## config.mk

```make
export PLATFORM = sky130hd
export DESIGN_NAME = panda_writeback_arbiter
export DESIGN_NICKNAME = d
export VERILOG_FILES = /design/src/rtl/panda_pkg.sv /design/src/rtl/panda_load_scoreboard.sv /design/src/rtl/panda_writeback_arbiter.sv
export SDC_FILE = /design/constraint.sdc
export NUM_CORES = 1
export LEC_CHECK = 0
export ABC_AREA = 1
export CORE_UTILIZATION = 40
export DETAILED_ROUTE_END_ITERATION = 10
export DONT_BUFFER_PORTS = 1
export GPL_TIMING_DRIVEN = 0
export PLACE_DENSITY = 0.55
export RECOVER_POWER = 100
export SYNTH_ARGS = -nofsm -noshare
export SYNTH_HDL_FRONTEND = slang
export SYNTH_SLANG_ARGS = --single-unit
```

## constraint.sdc

```tcl
create_clock -name clk_i -period 2.04 [get_ports clk_i]
set_clock_uncertainty 0.05 [all_clocks]
set_input_delay 0.408 -clock clk_i [delete_from_list [all_inputs] [get_ports clk_i]]
set_output_delay 0.408 -clock clk_i [all_outputs]
set_load 0.01 [all_outputs]
```

## src/rtl/panda_pkg.sv

```systemverilog
// Shared types and constants for the panda core integer pipeline.
package panda_pkg;

    localparam int RegAddrW = $clog2(32);

    typedef enum logic {
        WB_SRC_EX,
        WB_SRC_LSU
    } wb_src_e;

endpackage

```

## src/rtl/panda_load_scoreboard.sv

```systemverilog
// One busy bit per architectural register with an outstanding load; two
// combinational read ports for the decode hazard check.
module panda_load_scoreboard #(
    parameter  int Depth = 32,
    localparam int AddrW = $clog2(Depth)
) (
    input  logic             clk_i,
    input  logic             rst_ni,
    input  logic             set_i,
    input  logic [AddrW-1:0] set_addr_i,
    input  logic             clr_i,
    input  logic [AddrW-1:0] clr_addr_i,
    input  logic [AddrW-1:0] rs1_addr_i,
    input  logic [AddrW-1:0] rs2_addr_i,
    output logic             rs1_busy_o,
    output logic             rs2_busy_o
);

    logic [Depth-1:0] busy_q;
    logic [Depth-1:0] busy_d;

    // Set is applied after clear so a same-edge set/clear leaves the bit busy;
    // x0 can never hold a pending load.
    always_comb begin
        busy_d = busy_q;
        if (clr_i) begin
            busy_d[clr_addr_i] = 1'b0;
        end
        if (set_i) begin
            busy_d[set_addr_i] = 1'b1;
        end
        busy_d[0] = 1'b0;
    end

    always_ff @(posedge clk_i or negedge rst_ni) begin
        if (!rst_ni) begin
            busy_q <= '0;
        end else begin
            busy_q <= busy_d;
        end
    end

    assign rs1_busy_o = busy_q[rs1_addr_i];
    assign rs2_busy_o = busy_q[rs2_addr_i];

endmodule

```

## src/rtl/panda_writeback_arbiter.sv

```systemverilog
// Shares the register file write port between EX and LSU writeback, with an
// anti-starvation boost for LSU and a load scoreboard for decode stalls.
module panda_writeback_arbiter
    import panda_pkg::*;
#(
    parameter  int Width   = 32,
    parameter  int Depth   = 32,
    parameter  int MaxWait = 4,
    localparam int AddrW   = $clog2(Depth)
) (
    input  logic             clk_i,
    input  logic             rst_ni,
    input  logic             ex_valid_i,
    output logic             ex_ready_o,
    input  logic [AddrW-1:0] ex_addr_i,
    input  logic [Width-1:0] ex_data_i,
    input  logic             lsu_valid_i,
    output logic             lsu_ready_o,
    input  logic [AddrW-1:0] lsu_addr_i,
    input  logic [Width-1:0] lsu_data_i,
    input  logic             issue_load_i,
    input  logic [AddrW-1:0] issue_addr_i,
    input  logic [AddrW-1:0] rs1_addr_i,
    input  logic [AddrW-1:0] rs2_addr_i,
    output logic             rs1_busy_o,
    output logic             rs2_busy_o,
    output logic [AddrW-1:0] rd_addr_o,
    output logic [Width-1:0] rd_data_o,
    output logic             rd_we_o
);

    localparam int CntW = 4;

    logic [CntW-1:0] wait_cnt_q;
    logic            starve_q;
    logic            ex_gnt;
    logic            lsu_gnt;
    wb_src_e         rd_src_q;
    logic            sb_clr;

    assign starve_q = (wait_cnt_q == CntW'(MaxWait));

    // EX normally wins; once LSU has waited MaxWait cycles it takes the port.
    assign lsu_gnt     = lsu_valid_i & (starve_q | ~ex_valid_i);
    assign ex_gnt      = ex_valid_i & ~lsu_gnt;
    assign ex_ready_o  = ex_gnt;
    assign lsu_ready_o = lsu_gnt;

    always_ff @(posedge clk_i or negedge rst_ni) begin
        if (!rst_ni) begin
            wait_cnt_q <= '0;
        end else if (lsu_gnt) begin
            wait_cnt_q <= '0;
        end else if (lsu_valid_i && !starve_q) begin
            wait_cnt_q <= wait_cnt_q + 1'b1;
        end
    end

    // Writes to x0 still complete the handshake but never raise the enable.
    always_ff @(posedge clk_i or negedge rst_ni) begin
        if (!rst_ni) begin
            rd_we_o   <= 1'b0;
            rd_addr_o <= '0;
            rd_data_o <= '0;
            rd_src_q  <= WB_SRC_EX;
        end else begin
            rd_we_o <= 1'b0;
            if (ex_gnt) begin
                rd_we_o   <= (ex_addr_i != '0);
                rd_addr_o <= ex_addr_i;
                rd_data_o <= ex_data_i;
                rd_src_q  <= WB_SRC_EX;
            end else if (lsu_gnt) begin
                rd_we_o   <= (lsu_addr_i != '0);
                rd_addr_o <= lsu_addr_i;
                rd_data_o <= lsu_data_i;
                rd_src_q  <= WB_SRC_LSU;
            end
        end
    end

    // Busy clears only once the load data is actually being written.
    assign sb_clr = rd_we_o & (rd_src_q == WB_SRC_LSU);

    panda_load_scoreboard #(
        .Depth(Depth)
    ) u_scoreboard (
        .clk_i      (clk_i),
        .rst_ni     (rst_ni),
        .set_i      (issue_load_i),
        .set_addr_i (issue_addr_i),
        .clr_i      (sb_clr),
        .clr_addr_i (rd_addr_o),
        .rs1_addr_i (rs1_addr_i),
        .rs2_addr_i (rs2_addr_i),
        .rs1_busy_o (rs1_busy_o),
        .rs2_busy_o (rs2_busy_o)
    );

endmodule

```

==> results of run 1 <==
[cell usage in the layout, fill, tap and decap left out, types with 3 or more instances in the layout]
| cell type | n |
|---|---|
| buf_2 | 11 |
| clkbuf_8 | 10 |
| bufinv_16 | 4 |
| buf_4 | 9 |
| o21ai_0 | 64 |
| buf_6 | 6 |
| nand3_1 | 143 |
| inv_1 | 32 |
| clkbuf_1 | 4 |
| nand2_1 | 155 |
| inv_2 | 4 |
| dfrtp_1 | 74 |
| nor2_1 | 4 |
| o221ai_1 | 3 |
[where the power goes]
group          internal, mW  switching, mW
clock                 0.968          0.529
combinational         0.281          0.417
sequential             1.73          0.267
[flip-flops by register name, indices dropped and copies added (netlist names)]
name                 flops
rd_we_o                  1
rd_src_q                 1
u_scoreboard.busy_q     31
rd_data_o               32
rd_addr_o                5
wait_cnt_q               4
[cell families after synthesis]
group / count (synthesis) / share of synthesized area, %
AOI/OAI and AO/OA: 71 / 9.602
xor gates and xnor gates: 2 / 0.4467
adders and majority gates: 2 / 0.6379
buffers and inverters: 59 / 7.400
DFF: 74 / 47.21
and+or+nand+nor: 309 / 34.71
[layer usage]
layer	vias to the layer above	GRT usage (%)	share of wire [%]
met5	-	0	0
met4	0	8.919	1.9
met3	16	5.132	9.0
met2	153	38.20	48
met1	1660	27.87	41
li1	1787	-	-
[worst max-delay path, stage by stage (launching register included)]
cell	delay (ns)
dfrtp_1	0.41
inv_2	0.07
ha_1	0.13
nand4_1	0.13
nand2_4	0.16
inv_8	0.07
nor2_4	0.18
[metrics by stage]
| stage | instance area [um2] | hold WS [ns] | util [%] | total power, mW | std cells |
|---|---|---|---|---|---|
| CTS | 4358 | -0.3172 | 46.50 | 4.205 | 662 |
| floorplan | 3923 | 0.06241 | - | 2.478 | 517 |
| detailed placement | 4084 | 0.06367 | 43.58 | 2.699 | 646 |
| finish | 4420 | -0.2996 | 47.17 | 4.192 | 670 |
| global route | 4420 | -0.3194 | 47.17 | 4.433 | 670 |
| global placement | 4084 | 0.06373 | 43.58 | 2.676 | 646 |
[path summary, 6_finish.rpt]
check	to	slack, ns	cells after the start
setup / recovery	lsu_ready_o	0.1	6
hold / removal	rd_data_o[8]$_DFFE_PN0P_	-0.30	0
setup reg to reg	rd_data_o[1]$_DFFE_PN0P_	0.40	9
hold reg to reg	rd_src_q$_DFFE_PN0P_	0.43	2
max in group asynchronous	u_scoreboard.busy_q[7]$_DFF_PN0_	2.13	0
min in group clk_i	wait_cnt_q[0]$_DFFE_PN0P_	0.10	1
[layout make-up]
class	count	share of cell area [%]
inverters	37	3.312
well taps	129	3.651
repair buffers	8	1.359
clock inverters	5	2.830
multi-input cells	384	40.39
plain buffers	22	3.368
clock buffers	11	3.198
flip-flops and latches	74	41.89
[timing repair]
action | CTS | global route
buffers inserted | 0 | 8
hold endpoints to repair | 74 | 74
endpoints found under the setup margin | 2 | 2
pin swaps | 0 | 3
gates resized for setup | 2 | 2
==> qor.yml, run 1 <==
cts_max_path_buffers: 2
antennaDiodeCount: 0
fp.dieH_um: 101.0
syn_avg_cell_area_um2: 7.587
area_growth_pct: 12.70
cts_sinks: 74
drv_slew: 0
fmax_mhz: 514.4
num_vias: 3616
worstSetupPathType: "flip-flop to primary output"
path_clk_slew_ns: 0.08
worst_slack_ns: 0.09607
finalSetupViolations: 0
cp_max_fo: 10
coreArea_um2: 9371
die-area_um2: 10210
setup-tns-final_ns: 0
crit_required_ns: 1.58
grt_first_pass_wirelength_mm: 17.44
seq_area_frac_synth_pct: 47.21
numCtsBuffers: 9
power_density_nw_per_um2: 948.2
wl_mm: 11.00
finalCritPeriodShare_pct: 95.29
hold_slack_ns: -0.2996
synth_area_leaders: "dfrtp_1 47%, nand3_1 18%, nand2_1 15%"
drv_cap: 0
maxSlewHeadroom_pct: 70.39
worstMarginPinSlew_ns: 0.4441
htree_levels: 3
vdd_ir_drop_max_mv: 0.4294
seq_area_um2: 1852
synthArstFlopShare_pct: 100.0
num_rows: 35
ys_warn_count: 0
cts_tree: "built"
period_minus_slack_ns: 1.944
drc: 0
ys.flop_type: "dfrtp_1"
synth_nets: 613
syn_area_um2: 3923
hpwl_mm: 8.316
cts-root-buf: "clkbuf_8"
power_leakage_nw: 2.072
cp.arrival_ns: 1.49
io_buffers: 0
worstSetupStartpoint: "wait_cnt_q[0]$_DFFE_PN0P_"
synth.most_common_cell: "nand2_1"
drt_iter0_drc: 217
wire_per_inst_um: 16.41
holdCritPathClass: "input port to async pin"
dp_slack_ns: 0.2052
routabilityCongestion: 0.8516
outcome: "finished with violations"
nFillCells: 995
ios: 136
violations: "negative hold slack"
nNetsFinal: 632
cp-end-kind: "primary output"
synth_edf_count: 0
synthTopCellsByCount: "155 x nand2_1, 143 x nand3_1, 74 x dfrtp_1, 64 x o21ai_0, 33 x inv_1"
worstReg2RegStart: "wait_cnt_q[0]$_DFFE_PN0P_"
drt_pass1_iterations: 5
ys_ff_latch: 74
synthCells: 517
critPathLaunchType: "flip-flop"
antenna_found_initial: 0
ys_types: 25
die_x_um: 101.0
yosysTopAreaCell: "dfrtp_1"
multiInputGateArea_um2: 1785
start_util_pct: 41.86
synth_top_area_share_pct: 47.21
grt_usage_pct: 22.54
ant_nets: 0
clkLatencyLatePin_ns: 0.35
hold_viol_final: 74
grt_pass1_vias: 3422
vias_per_cell: 5.397
grt-ovfl-total: 0
grt_max_degree: 75
drive_above_1_share_pct: 9.427
Power figures use the tool's default switching activity.
==> inputs of run 2 (changes only) <==
==> constraint.sdc (replaced) <==
create_clock -name clk_i -period 2.4 [get_ports clk_i]
set_clock_uncertainty 0.05 [all_clocks]
set_input_delay 0.48 -clock clk_i [delete_from_list [all_inputs] [get_ports clk_i]]
set_output_delay 0.48 -clock clk_i [all_outputs]
set_load 0.01 [all_outputs]
==> run 2 against run 1 <==
Against the previous run:
- the flow now finishes without violations
- power fell by 15%
- cell area fell by 1.8%
- utilization fell by 0.85 points
- highest routed layer unchanged
- global-route usage rose by 0.075 points
- first-iteration DRC count fell by 3.7%
- flip-flop and latch count did not move
==> qor.yml, run 2 (synthesized netlist as in run 1, its figures left out) <==
outcome: "finished clean"
clkLatencyLatePin_ns: 0.34  # about the same
nNetsFinal: 626  # -0.95%
area_growth_pct: 10.65
drv_slew: 0  # unchanged
die-area_um2: 10210  # unchanged
routabilityCongestion: 0.8516  # unchanged
worstSetupPathType: "flip-flop to primary output"
worstReg2RegStart: "wait_cnt_q[0]$_DFFE_PN0P_"
cts_max_path_buffers: 2  # unchanged
drv_cap: 0  # unchanged
hold_viol_final: 0  # -100%
worst_slack_ns: 0.3119  # +0.2158 ns
top_regs: "rd_data_o x32, u_scoreboard.busy_q x31, rd_addr_o x5"
grt_max_degree: 75  # unchanged
critPathLaunchType: "flip-flop"
vdd_ir_drop_max_mv: 0.3650  # -15%
ant_nets: 0  # unchanged
grt_usage_pct: 22.61  # +0.075 points
drt_iter0_drc: 209  # -3.7%
htree_levels: 3  # unchanged
antennaDiodeCount: 0  # unchanged
hp-start: "lsu_valid_i"
dp_slack_ns: 0.4212  # +0.2160 ns
cp.arrival_ns: 1.56  # +0.07 ns
vias_per_cell: 5.373  # -0.44%
crit_required_ns: 1.87  # +0.29 ns
drc: 0  # unchanged
drt_pass1_iterations: 5  # unchanged
worstMarginPinSlew_ns: 1.000  # +0.5560 ns
wl_mm: 10.91  # -0.74%
finalSetupViolations: 0  # unchanged
post_cts_resized: 0  # -2
maxSlewHeadroom_pct: 33.33  # -37 points
wire_per_inst_um: 16.44  # +0.16%
cp_max_fo: 10  # unchanged
fmax_mhz: 478.9
finalCritPeriodShare_pct: 87.01
regMostFlops: "rd_data_o"
cp-end-kind: "primary output"
cts_sinks: 74  # unchanged
wl_met1_mm: 4.564  # +1.5%
final_util_pct: 46.32  # -0.85 points
power_density_nw_per_um2: 819.7  # -14%
hpwl_mm: 8.316  # unchanged
final_cell_mix: "155 x nand2_1, 143 x nand3_1, 74 x dfrtp_1"
topRoutingLayerUsed: "met4"
largest_reg_flops: 32  # unchanged
cts_setup_buffers: 0  # unchanged
num_rows: 35  # unchanged
hold_slack_ns: 0.1709  # +0.4706 ns
antenna_found_initial: 0  # unchanged
cts_tree: "built"
coreArea_um2: 9371  # unchanged
wl_met3_um: 919  # -7.2%
fp.dieH_um: 101.0  # unchanged
grt_setup_unrepaired: "no"
grt_first_pass_wirelength_mm: 17.46  # +0.15%
numCtsBuffers: 9  # unchanged
io_buffers: 0  # unchanged
holdCritPathClass: "input port to flip-flop"
die_x_um: 101.0  # unchanged
setup-tns-final_ns: 0  # unchanged
cts-root-buf: "clkbuf_8"
worstSetupStartpoint: "wait_cnt_q[0]$_DFFE_PN0P_"
path_clk_slew_ns: 0.08  # about the same
grt-ovfl-total: 0  # unchanged
wl_met2_mm: 5.245  # -0.98%
ios: 136  # unchanged
start_util_pct: 41.86  # unchanged
power_leakage_nw: 2.022  # -2.4%
final_common_cell: "nand2_1"
period_minus_slack_ns: 2.088
num_vias: 3568  # -1.3%
grt_pass1_vias: 3429  # +0.20%
drive_above_1_share_pct: 7.103  # -2.3 points
run 2: cell types whose count changed in the layout (fill, tap and decap cells not counted):
| cell | before | now |
|---|---|---|
| buf_4 | 9 | 2 |
| clkbuf_1 | 4 | 8 |
| buf_6 | 6 | 3 |
| buf_2 | 11 | 10 |
| dlygate4sd3_1 | 0 | 1 |
| inv_1 | 32 | 33 |
| inv_2 | 4 | 3 |
| inv_4 | 0 | 1 |
| inv_8 | 1 | 0 |
| nand2_2 | 0 | 1 |
| nand2_4 | 1 | 0 |
| o21ai_0 | 64 | 65 |
| o21ai_2 | 1 | 0 |
run 2: stage by stage:
| stage | instance area (um2) | instances | power, mW |
|---|---|---|---|
| floorplan | 3923 | 517 | 2.106 |
| global placement | 4084 | 646 | 2.275 |
| detailed placement | 4084 | 646 | 2.294 |
| CTS | 4388 | 664 | 3.604 |
| global route | 4340 | 664 | 3.768 |
| finish | 4340 | 664 | 3.558 |
run 2: worst paths after layout:
kind                       depth (start not counted)  slack (ns)                           endpoint
setup / recovery                                   6        0.31                         ex_ready_o
min in group asynchronous                          2        0.83           rd_addr_o[0]$_DFFE_PN0P_
hold reg to reg                                    2        0.43               rd_src_q$_DFFE_PN0P_
max in group asynchronous                          2        0.80  u_scoreboard.busy_q[20]$_DFF_PN0_
setup reg to reg                                   8        0.66           rd_data_o[4]$_DFFE_PN0P_
hold / removal                                     1        0.17          wait_cnt_q[0]$_DFFE_PN0P_
run 2: final cells by class:
cell class | instances | area, um2
repair buffers | 2 | 17.52
clock buffers | 11 | 141.4
inverters | 37 | 141.4
fillers | 1008 | 5031
flip-flops and latches | 74 | 1852
clock inverters | 5 | 125.1
well taps | 129 | 161.4
multi-input cells | 384 | 1777
plain buffers | 22 | 125.1
run 2: repair_timing:
| item | 4_1_cts | 5_1_grt |
|---|---|---|
| hold buffers | 2 | 0 |
| hold endpoints to repair | 74 | 0 |
| endpoints found under the setup margin | 0 | 0 |
run 2: critical path, stage by stage, from the launching register on:
cell and delay (ns):
dfrtp_1 0.38, inv_1 0.08, ha_1 0.19, nand4_1 0.11
nand2_2 0.13, inv_4 0.16, buf_6 0.17
run 2: layer usage:
layer	global-route usage, %	vias to the layer above
li1	-	1771
met3	5.270	14
met2	38.25	142
met1	27.96	1641
met5	0	-
met4	8.919	0
run 2: report_power, final:
group          switching, mW  leakage (nW)  internal [mW]  total [mW]
clock network          0.448         0.134          0.823        1.27
registers              0.229         0.821           1.47        1.70
logic                  0.370          1.07          0.218       0.588
total                   1.05          2.02           2.51        3.56
==> inputs of run 3 (changes only) <==
--- a/config.mk
+++ b/config.mk
@@ -5,7 +5,7 @@
 export SDC_FILE = /design/constraint.sdc
 export NUM_CORES = 1
 export LEC_CHECK = 0
-export ABC_AREA = 1
+export ABC_AREA = 0
 export CORE_UTILIZATION = 40
 export DETAILED_ROUTE_END_ITERATION = 10
 export DONT_BUFFER_PORTS = 1
==> run 3 against run 2 <==
Against the previous run:
- the flow now finishes with violations (design-rule violations)
- area after synthesis decreased by 5.3%
- sequential power barely moved
- flip-flop and latch count did not move
- critical endpoint is now rs2_busy_o
- sequential share of layout area up 2.4 points
- die area decreased by 5.2%
- largest cell class unchanged
- maximum frequency fell by 8.9%
- first-iteration DRC count shrank 19%
- critical path type is now input port to primary output
- power down 6.3%
==> qor.yml, run 3 <==
outcome: "finished with violations"
violations: "design-rule violations"
io_buffers: 0  # unchanged
clock_power_share_pct: 31.7  # -4.0 points
wl_mm: 10.20  # -6.6%
synth.most_common_cell: "dfrtp_1"
cts-root-buf: "clkbuf_8"
worstSetupPathType: "input port to primary output"
wire_per_inst_um: 19.80  # +20%
ys_warn_count: 0  # unchanged
drt_iter0_drc: 169  # -19%
hold_viol_final: 0  # unchanged
top_regs: "rd_data_o x32, u_scoreboard.busy_q x31, rd_addr_o x5"
ys.flop_type: "dfrtp_1"
drv_slew: 0  # unchanged
power_density_nw_per_um2: 810.9  # -1.1%
cp.arrival_ns: 1.76  # +0.20 ns
seqPwrFrac_pct: 50.7  # +3.0 points
antenna_found_initial: 0  # unchanged
fp.dieH_um: 98.37  # -2.6%
cp-end-kind: "primary output"
synthArstFlopShare_pct: 100.0  # unchanged
synth_nets: 483  # -21%
nFillCells: 853  # -15%
ys_types: 31  # +24%
drv_cap: 0  # unchanged
antennaDiodeCount: 0  # unchanged
final_cell_mix: "74 x dfrtp_1, 73 x nand2_1, 70 x o21ai_0"
hpwl_mm: 7.352  # -12%
clkLatencyLatePin_ns: 0.34  # about the same
p_comb_share_pct: 17.6  # +1.1 points
synth_area_leaders: "dfrtp_1 50%, o21ai_0 8.9%, nand2_1 7.4%"
p_int_mw: 2.334  # -7.0%
cts_tree: "built"
die_x_um: 98.37  # -2.6%
vias_per_cell: 5.965  # +11%
grt_pass1_vias: 3094  # -9.8%
period_minus_slack_ns: 2.292  # +0.2034 ns
ios: 136  # unchanged
grt_first_pass_wirelength_mm: 16.07  # -8.0%
power_leakage_nw: 1.708  # -16%
vdd_ir_drop_max_mv: 0.3236  # -11%
fmax_mhz: 436.4  # -8.9%
grt_max_degree: 75  # unchanged
finalSetupViolations: 0  # unchanged
finalCritPeriodShare_pct: 95.48  # +8.5 points
syn_avg_cell_area_um2: 9.599  # +27%
coreArea_um2: 8848  # -5.6%
worstMarginPinSlew_ns: 0.9961  # -0.003972 ns
p_switching_mw: 0.9986  # -4.6%
final_common_cell: "dfrtp_1"
drt_pass1_iterations: 7  # +2
grt-ovfl-total: 0  # unchanged
area_growth_pct: 10.64  # about the same
ys_ff_latch: 74  # unchanged
largest_reg_flops: 32  # unchanged
cts_sinks: 74  # unchanged
setup-tns-final_ns: 0  # unchanged
synth_top_area_share_pct: 49.85  # +2.6 points
holdCritPathClass: "input port to flip-flop"
grt_usage_pct: 21.71  # -0.90 points
final_util_pct: 46.45  # +0.14 points
path_clk_slew_ns: 0.08  # about the same
seq_area_frac_synth_pct: 49.85  # +2.6 points
htree_levels: 3  # unchanged
synth_edf_count: 0  # unchanged
num_rows: 34  # -2.9%
regMostFlops: "rd_data_o"
maxSlewHeadroom_pct: 33.59  # +0.26 points
synthTopCellsByCount: "74 x dfrtp_1, 73 x nand2_1, 66 x o21ai_0, 36 x a22oi_1, 19 x mux2i_1"
num_vias: 3072  # -14%
synthCells: 387  # -25%
start_util_pct: 41.98  # +0.13 points
routabilityCongestion: 0.8315  # -2.4%
yosysTopAreaCell: "dfrtp_1"
grt_setup_unrepaired: "no"
cts_max_path_buffers: 2  # unchanged
drc: 3  # +3
crit_required_ns: 1.87  # about the same
drive_above_1_share_pct: 9.582  # +2.5 points
ant_nets: 0  # unchanged
numCtsBuffers: 9  # unchanged
syn_area_um2: 3715  # -5.3%
critPathLaunchType: "input port"
nNetsFinal: 498  # -20%
cp_max_fo: 10  # unchanged
switching_share_pct: 29.96  # +0.54 points
die-area_um2: 9677  # -5.2%
-- run 3: layout make-up --
| cell class | instances | area [um2] | area share (%) |
|---|---|---|---|
| buffer | 21 | 95.09 | 2.314 |
| clock buffer | 13 | 178.9 | 4.353 |
| clock inverter | 3 | 45.04 | 1.096 |
| inverter | 11 | 41.29 | 1.005 |
| multi-input combinational | 281 | 1730 | 42.10 |
| sequential | 74 | 1852 | 45.05 |
| tap | 108 | 135.1 | 3.288 |
| timing repair buffer | 4 | 32.53 | 0.7915 |
-- run 3: critical path, cell delays in order --
cell and delay, ns:
clkbuf_1 0.42, mux4_2 0.40, nand2b_1 0.16, o2111ai_1 0.11, nand4_1 0.18
-- run 3: worst paths after layout --
kind | end | depth (start not counted) | slack [ns] | startpoint
max | rs2_busy_o | 5 | 0.11 | rs2_addr_i[1]
min | rd_src_q$_DFFE_PN0P_ | 1 | 0.19 | ex_valid_i
max reg2reg | rd_data_o[5]$_DFFE_PN0P_ | 8 | 0.50 | wait_cnt_q[0]$_DFFE_PN0P_
min reg2reg | wait_cnt_q[3]$_DFFE_PN0P_ | 1 | 0.47 | wait_cnt_q[3]$_DFFE_PN0P_
max in group asynchronous | rd_data_o[13]$_DFFE_PN0P_ | 2 | 0.84 | rst_ni
min in group asynchronous | rd_data_o[1]$_DFFE_PN0P_ | 2 | 0.82 | rst_ni
-- run 3: what timing repair did --
item,4_1_cts,5_1_grt
hold buffers,2,0
setup buffers,0,2
gates cloned,0,0
pin swaps,0,1
endpoints found under the hold margin,74,0
resized for setup,2,2
endpoints found under the setup margin,1,2
-- run 3: through the flow --
| step | hold slack [ns] | total power [mW] | worst slack (ns) | cell area (um2) | cells |
|---|---|---|---|---|---|
| 2_1_floorplan | 0.1344 | 2.090 | 0.3405 | 3715 | 387 |
| 3_3_place_gp | 0.1358 | 2.250 | 0.1351 | 3850 | 495 |
| 3_5_place_dp | 0.1361 | 2.273 | 0.1109 | 3850 | 495 |
| 4_1_cts | 0.1728 | 3.362 | 0.05299 | 4121 | 513 |
| 5_1_grt | 0.1779 | 3.524 | 0.009643 | 4110 | 515 |
| 6_report | 0.1876 | 3.333 | 0.1084 | 4110 | 515 |
-- run 3: routing by layer --
| layer | GRT usage, % | up-vias | part of all wire [%] |
|---|---|---|---|
| li1 | - | 1443 | - |
| met1 | 26.46 | 1489 | 41 |
| met2 | 37.43 | 131 | 51 |
| met3 | 5.297 | 9 | 7.1 |
| met4 | 7.807 | 0 | 1.1 |
| met5 | 0 | - | 0 |
-- run 3: cells by family after synthesis --
| group | synth area share, % |
|---|---|
| flops | 49.85 |
| compound gates | 20.82 |
| fa+ha+maj | 0.6735 |
| simple gates | 16.34 |
| buf+inv | 3.570 |
| mux | 8.757 |
-- run 3: power groups by stage --
stage / registers, mW / logic [mW] / clock network (mW)
4_1_cts: 1.69 / 0.598 / 1.08
3_3_place_gp: 1.70 / 0.546 / 0
5_1_grt: 1.72 / 0.670 / 1.14
6_report: 1.69 / 0.587 / 1.06
2_1_floorplan: 1.64 / 0.446 / 0
3_5_place_dp: 1.71 / 0.564 / 0
